--- config.mk ---
export PLATFORM = sky130hd
export DESIGN_NAME = tea_block_engine_flat
export DESIGN_NICKNAME = d
export VERILOG_FILES = /design/src/rtl/tea_pkg.sv /design/src/rtl/tea_block_engine_if.sv /design/src/rtl/tea_half_round.sv /design/src/rtl/tea_block_engine.sv /design/src/flat_wrapper.sv
export SDC_FILE = /design/constraint.sdc
export NUM_CORES = 1
export LEC_CHECK = 0
export CORE_MARGIN = 3
export CORE_UTILIZATION = 60
export CTS_BUF_LIST = sky130_fd_sc_hd__clkbuf_2
export CTS_CLUSTER_SIZE = 14
export DETAILED_ROUTE_END_ITERATION = 6
export PLACE_DENSITY = 0.85
export SKIP_LAST_GASP = 1
export SLEW_MARGIN = 20
export SYNTH_ARGS = -nofsm -noshare
export SYNTH_HDL_FRONTEND = slang
export SYNTH_SLANG_ARGS = --single-unit
--- constraint.sdc ---
create_clock -name clk -period 21.5 [get_ports clk]
set_clock_uncertainty 0.2 [all_clocks]
set_input_delay 5.375 -clock clk [delete_from_list [all_inputs] [get_ports clk]]
set_output_delay 5.375 -clock clk [all_outputs]
set_load 0.05 [all_outputs]
--- src/rtl/tea_pkg.sv ---
// Purpose: shared types, constants and the TEA mixing function for the TEA block engine.
// Latency: n/a (package only).
// Backpressure: n/a (package only).
// Contents: width localparams, default DELTA, v0/v1 and k0..k3 slice positions, FSM state enum, tea_f.
package tea_pkg;

    localparam int WORD_W  = 32;
    localparam int BLOCK_W = 64;
    localparam int KEY_W   = 128;

    localparam logic [WORD_W-1:0] TEA_DELTA = 32'h9E3779B9;

    // Word positions inside the packed block and key buses (LSB of each 32-bit word).
    localparam int V0_LSB = 32;
    localparam int V1_LSB = 0;
    localparam int K0_LSB = 96;
    localparam int K1_LSB = 64;
    localparam int K2_LSB = 32;
    localparam int K3_LSB = 0;

    typedef logic [WORD_W-1:0] word_t;

    typedef enum logic [1:0] {
        ST_IDLE   = 2'd0,
        ST_HALF_A = 2'd1,
        ST_HALF_B = 2'd2,
        ST_DONE   = 2'd3
    } tea_state_t;

    // F(x, ka, kb, s) = ((x<<4)+ka) ^ (x+s) ^ ((x>>5)+kb), all modulo 2^32, logical shift.
    function automatic word_t tea_f(input word_t x, input word_t ka,
                                    input word_t kb, input word_t s);
        return ((x << 4) + ka) ^ (x + s) ^ ((x >> 5) + kb);
    endfunction

endpackage

--- src/rtl/tea_block_engine_if.sv ---
// Purpose: request/result stream bundle between the host-side loader and the TEA engine.
// Latency: n/a (wires only).
// Backpressure: in_valid/in_ready on the request side, out_valid/out_ready on the result side.
// Signals: in_valid, in_ready, in_decrypt, in_block[63:0], in_key[127:0],
//          out_valid, out_ready, out_block[63:0], busy.
// Modports: master = loader/consumer side, slave = engine side.
interface tea_block_engine_if;

    logic                         in_valid;
    logic                         in_ready;
    logic                         in_decrypt;
    logic [tea_pkg::BLOCK_W-1:0]  in_block;
    logic [tea_pkg::KEY_W-1:0]    in_key;
    logic                         out_valid;
    logic                         out_ready;
    logic [tea_pkg::BLOCK_W-1:0]  out_block;
    logic                         busy;

    modport master (
        output in_valid, in_decrypt, in_block, in_key, out_ready,
        input  in_ready, out_valid, out_block, busy
    );

    modport slave (
        input  in_valid, in_decrypt, in_block, in_key, out_ready,
        output in_ready, out_valid, out_block, busy
    );

endinterface

--- src/rtl/tea_half_round.sv ---
// Purpose: one TEA half round, y' = y +/- F(x, ka, kb, s); purely combinational.
// Latency: 0 cycles.
// Backpressure: none (no state).
// Ports: x/ka/kb/s feed F, y is the word being updated, sub selects subtract (decrypt), y_nxt is the result.
module tea_half_round
    import tea_pkg::*;
(
    input  word_t x,
    input  word_t ka,
    input  word_t kb,
    input  word_t s,
    input  word_t y,
    input  logic  sub,
    output word_t y_nxt
);

    word_t f_val;

    assign f_val = tea_f(x, ka, kb, s);
    assign y_nxt = sub ? (y - f_val) : (y + f_val);

endmodule

--- src/rtl/tea_block_engine.sv ---
// Purpose: iterative TEA encrypt/decrypt of one 64-bit block under a 128-bit key per request.
// Latency: out_valid rises 2*ROUNDS edges after the acceptance edge; one half round per cycle.
// Backpressure: in_ready only in IDLE; result held in DONE until out_ready, so requests never overlap.
// Ports: clk, reset (synchronous, active high), bus (slave side of tea_block_engine_if).
// Parameters: ROUNDS = full TEA cycles (legal 1..63), DELTA = key-schedule constant.
module tea_block_engine
    import tea_pkg::*;
#(
    parameter int    ROUNDS = 32,
    parameter word_t DELTA  = TEA_DELTA
) (
    input logic                clk,
    input logic                reset,
    tea_block_engine_if.slave  bus
);

    localparam int              CNT_W    = $clog2(ROUNDS + 1);
    localparam logic [CNT_W-1:0] LAST_CNT = CNT_W'(ROUNDS - 1);
    localparam logic [CNT_W-1:0] CNT_ONE  = CNT_W'(1);
    // Decrypt walks the sum backwards from its final encrypt value.
    localparam word_t           SUM_DEC  = DELTA * 32'(ROUNDS);

    tea_state_t         state, state_nxt;
    word_t              v0, v1, sum;
    logic [KEY_W-1:0]   key;
    logic               mode_dec;
    logic [CNT_W-1:0]   rnd_cnt;
    logic               out_valid_q;
    logic [BLOCK_W-1:0] out_block_q;

    logic  last_half;
    logic  upd_v0;
    word_t sum_inc;
    word_t hr_x, hr_ka, hr_kb, hr_s, hr_y, hr_y_nxt;

    assign last_half = (state == ST_HALF_B) && (rnd_cnt == LAST_CNT);

    // ---------------- FSM ----------------
    always_ff @(posedge clk) begin
        if (reset) begin
            state <= ST_IDLE;
        end else begin
            state <= state_nxt;
        end
    end

    always_comb begin
        state_nxt = state;
        case (state)
            ST_IDLE:   if (bus.in_valid) state_nxt = ST_HALF_A;
            ST_HALF_A: state_nxt = ST_HALF_B;
            ST_HALF_B: state_nxt = last_half ? ST_DONE : ST_HALF_A;
            ST_DONE:   if (bus.out_ready) state_nxt = ST_IDLE;
            default:   state_nxt = ST_IDLE;
        endcase
    end

    // ---------------- shared half-round operands ----------------
    // Encrypt updates v0 in HALF_A and v1 in HALF_B; decrypt does the reverse.
    // The word being updated always mixes the other word with the key pair
    // that belongs to it (v0 with k0/k1, v1 with k2/k3).
    assign upd_v0  = (state == ST_HALF_A) ^ mode_dec;
    assign sum_inc = sum + DELTA;

    always_comb begin
        hr_x  = upd_v0 ? v1 : v0;
        hr_y  = upd_v0 ? v0 : v1;
        hr_ka = upd_v0 ? key[K0_LSB +: WORD_W] : key[K2_LSB +: WORD_W];
        hr_kb = upd_v0 ? key[K1_LSB +: WORD_W] : key[K3_LSB +: WORD_W];
        // Encrypt HALF_A consumes the freshly advanced sum in the same cycle.
        hr_s  = ((state == ST_HALF_A) && !mode_dec) ? sum_inc : sum;
    end

    tea_half_round u_half_round (
        .x     (hr_x),
        .ka    (hr_ka),
        .kb    (hr_kb),
        .s     (hr_s),
        .y     (hr_y),
        .sub   (mode_dec),
        .y_nxt (hr_y_nxt)
    );

    // ---------------- datapath registers ----------------
    always_ff @(posedge clk) begin
        if (reset) begin
            v0          <= '0;
            v1          <= '0;
            key         <= '0;
            mode_dec    <= 1'b0;
            sum         <= '0;
            rnd_cnt     <= '0;
            out_valid_q <= 1'b0;
            out_block_q <= '0;
        end else begin
            case (state)
                ST_IDLE: begin
                    if (bus.in_valid) begin
                        v0       <= bus.in_block[V0_LSB +: WORD_W];
                        v1       <= bus.in_block[V1_LSB +: WORD_W];
                        key      <= bus.in_key;
                        mode_dec <= bus.in_decrypt;
                        sum      <= bus.in_decrypt ? SUM_DEC : '0;
                        rnd_cnt  <= '0;
                    end
                end
                ST_HALF_A: begin
                    if (upd_v0) v0 <= hr_y_nxt;
                    else        v1 <= hr_y_nxt;
                    if (!mode_dec) sum <= sum_inc;
                end
                ST_HALF_B: begin
                    if (upd_v0) v0 <= hr_y_nxt;
                    else        v1 <= hr_y_nxt;
                    if (mode_dec) sum <= sum - DELTA;
                    rnd_cnt <= rnd_cnt + CNT_ONE;
                    if (last_half) begin
                        out_valid_q <= 1'b1;
                        out_block_q <= upd_v0 ? {hr_y_nxt, v1} : {v0, hr_y_nxt};
                    end
                end
                ST_DONE: begin
                    if (bus.out_ready) out_valid_q <= 1'b0;
                end
                default: ;
            endcase
        end
    end

    // ---------------- outputs ----------------
    assign bus.in_ready  = (state == ST_IDLE);
    assign bus.busy      = (state != ST_IDLE);
    assign bus.out_valid = out_valid_q;
    assign bus.out_block = out_block_q;

endmodule
--- src/flat_wrapper.sv ---
// flat-port wrapper written by rule: the top's interface ports become plain ports
module tea_block_engine_flat import tea_pkg::*;
#(
    parameter int    ROUNDS = 32,
    parameter word_t DELTA  = TEA_DELTA
)
  (clk, reset, bus_in_valid, bus_in_decrypt, bus_in_block, bus_in_key, bus_out_ready, bus_in_ready, bus_out_valid, bus_out_block, bus_busy);
  tea_block_engine_if bus_i ();
  input logic clk;
  input logic reset;
  input wire logic [$bits(bus_i.in_valid)-1:0] bus_in_valid;
  input wire logic [$bits(bus_i.in_decrypt)-1:0] bus_in_decrypt;
  input wire logic [$bits(bus_i.in_block)-1:0] bus_in_block;
  input wire logic [$bits(bus_i.in_key)-1:0] bus_in_key;
  input wire logic [$bits(bus_i.out_ready)-1:0] bus_out_ready;
  output wire logic [$bits(bus_i.in_ready)-1:0] bus_in_ready;
  output wire logic [$bits(bus_i.out_valid)-1:0] bus_out_valid;
  output wire logic [$bits(bus_i.out_block)-1:0] bus_out_block;
  output wire logic [$bits(bus_i.busy)-1:0] bus_busy;
  assign bus_i.in_valid = bus_in_valid;
  assign bus_i.in_decrypt = bus_in_decrypt;
  assign bus_i.in_block = bus_in_block;
  assign bus_i.in_key = bus_in_key;
  assign bus_i.out_ready = bus_out_ready;
  assign bus_in_ready = bus_i.in_ready;
  assign bus_out_valid = bus_i.out_valid;
  assign bus_out_block = bus_i.out_block;
  assign bus_busy = bus_i.busy;
  tea_block_engine #(.ROUNDS(ROUNDS), .DELTA(DELTA)) u_core (.clk(clk), .reset(reset), .bus(bus_i));
endmodule
==> impl_metrics.yaml <==
outcome:
  outcome: "complete, no violations"
timing:
  max_freq_ghz: 0.107
  hold_viol: 0
  rsz0062_at_grt: "false"
  tightest_slew_ns: 1.15
  final.setup.tns_ns: 0
  finalCriticalPeriod_ns: 9.37
  post-route-period-util_pct: 43.6
  finalMaxSlewViolations: 0
  relSlewSlack_pct: 22.5
  setup_violations: 0
drt:
  viasPerCell: 6.47
  via_count: 23200
  wl_um: 79100
  wl_per_cell_um: 22.1
  first_pass_iters: 5
  ant_nets: 0
  drc: 0
  drt_iter0_markers: 2661
clock_tree:
  clkSinkCount: 298
  hold_buffers: 0
  post-cts-setup-buffers: 0
  cts_buffers: 76
  cts_resized: 0
  cts_tree: "built"
  clk_path_buf_depth: 3
  cts_root_buf: "clkbuf_2"
  htree_levels: 3
  clk_latency_ns: 1.06
  clk_pin_slew_worst_paths_ns: 0.10
worst_setup_path:
  r2r_start: "u_core.state[1]"
  crit_top_cell: "ha_1"
  worstPathRequired_ns: 22.23
  r2r_end: "u_core.v1[31]"
  cp_data_arrival_time_ns: 10.10
  crit_path_start_kind: "flop"
  rrSetupSlack_ns: 12.13
  path_max_fanout: 67
  slowest_stage: "ha_4"
  rr_worst_depth: 30
  cpPeakStageDelay_ns: 0.76
  path_class: "reg2reg"
  crit_path_end_kind: "flop"
grt:
  grt_overflow_total: 0
  grt_usage_pct: 38.5
  grt_max_degree: 113
  antenna_found_initial: 3
  grt_first_pass_wirelength_um: 120000
  grt_pass1_vias: 21500
finish:
  area_delta_synth_final_pct: 15.0
  nNetsFinal: 3400
  fillers: 2934
  drive_gt1_share_pct: 9.01
worst_hold_path:
  min_from: "u_core.key[76]"
  min_path_type: "reg2reg"
  worstHoldEndpoint: "u_core.key[76]"
  hold_depth: 2
synthesis:
  synth_nets: 3228
  yosys.cell_types.count: 110
  synth-warning-count: 0
  ys_ff_latch: 298
  syn_area_per_cell_sq_um: 7.66
  ys_seq_area_share_pct: 26.9
  synth_top_area_share_pct: 26.9
  syn_area_sq_um: 22200
  synth_edf_count: 0
  ys_async_sr_fraction_pct: 0
  yosysMostFrequentCell: "nand2_1"
  synth_area_leaders: "dfxtp_1 27%, nand2_1 9.0%, a21oi_1 7.9%"
  synth_top_flop_cell: "dfxtp_1"
  yosys.area.top_type: "dfxtp_1"
  synth_cells: 2898
  synth_common_cells: "532 x nand2_1, 351 x a21oi_1, 298 x dfxtp_1, 247 x nor2_1"
die:
  core_area_sq_um: 36000
  io_pins: 264
  start_util_pct: 61.7
  die_area_sq_um: 39300
  die_w_um: 198
  rows: 69
  die-height_um: 198
placed_design:
  place_congestion: 1.07
  place_hpwl_um: 60000
  portBuffers: 263
flow_run:
  cap_viol_max_count: 0
## cells by family (layout without fill, tap and decap cells)
| logic type | count (synthesis) | after routing | share of synthesized area (%) |
|---|---|---|---|
| buffers and inverters | 244 | 465 | 4.56 |
| AO/OA/AOI/OAI | 873 | 873 | 25.5 |
| multiplexers | 120 | 120 | 6.05 |
| flip-flops | 298 | 298 | 26.9 |
| XOR/XNOR | 223 | 223 | 9.61 |
| AND/OR/NAND/NOR | 1007 | 1007 | 19.8 |
| other | 0 | 5 | 0 |
| adder cells (fa/ha/maj) | 133 | 133 | 7.63 |
## worst max-delay path by stage
stage                     slack [ns]             to  depth (start not counted)       startpoint
after CTS                      12.40  u_core.v1[31]                         30  u_core.state[1]
final                          12.13  u_core.v1[31]                         30  u_core.state[1]
after global placement         12.71  u_core.v1[31]                         30  u_core.state[1]
after floorplan                13.56  u_core.v1[31]                         33  u_core.state[1]
after detailed placement       12.45  u_core.v0[31]                         30  u_core.state[1]
after global routing           11.57  u_core.v1[24]                         29  u_core.state[1]
## metal layers
layer	wire [um]	part of all wire, %	vias up	track usage, %
met5	0	0	-	0
met4	2890	3.7	0	13.9
met1	31600	40	10900	50.2
li1	-	-	10700	-
met2	37000	47	1337	64.1
met3	7640	9.7	203	7.11
## layout by cell type (no fill, tap or decap), drive strengths merged, types with 58 or more instances in the layout
master         count
a21oi            354
dfxtp            298
clkdlybuf4s50    262
nand2            533
a211oi            97
nor2             247
ha               129
clkbuf           106
xor2              58
mux2              94
o21ai            111
xnor2            153
## metrics by stage
stage	worst slack (ns)	std cells	utilization (%)	cell area (sq um)	hold slack (ns)
global route	11.57	3585	70.9	25500	0.280
CTS	12.40	3579	70.8	25500	0.255
floorplan	13.56	2898	-	22200	0.233
detailed placement	12.45	3452	68.9	24800	0.244
global placement	12.71	3452	68.9	24800	0.240
finish	12.13	3585	70.9	25500	0.258
## critical path: cells and delay by family, from the launching register on
kind / cells / cell delay, ns
simple gates: 10 / 2.25
flops: 1 / 0.46
compound gates: 9 / 2.59
buf+inv: 3 / 1.10
xor+xnor: 3 / 0.47
fa+ha+maj: 5 / 2.14
## area by class of cell
| cell class | count | area, sq um | area share (%) |
|---|---|---|---|
| clock inverters | 22 | 181 | 0.710 |
| diodes | 5 | 12.5 | 0.0490 |
| repair buffers | 286 | 2830 | 11.1 |
| flip-flops and latches | 298 | 5970 | 23.4 |
| clock buffers | 105 | 526 | 2.06 |
| inverters | 52 | 195 | 0.764 |
| well taps | 461 | 577 | 2.26 |
| multi-input cells | 2356 | 15300 | 59.7 |
## state kept, by name, summed over array words and instances (netlist names)
register	flops
u_core.key	128
u_core.bus.out_block	64
u_core.sum	32
u_core.v0	32
u_core.v1	32
u_core.rnd_cnt	6
u_core.state	2
u_core.bus.out_valid	1
u_core.mode_dec	1
Power is not shown: default switching activity piles up to over one toggle a cycle in this logic, so the estimate is an artifact.
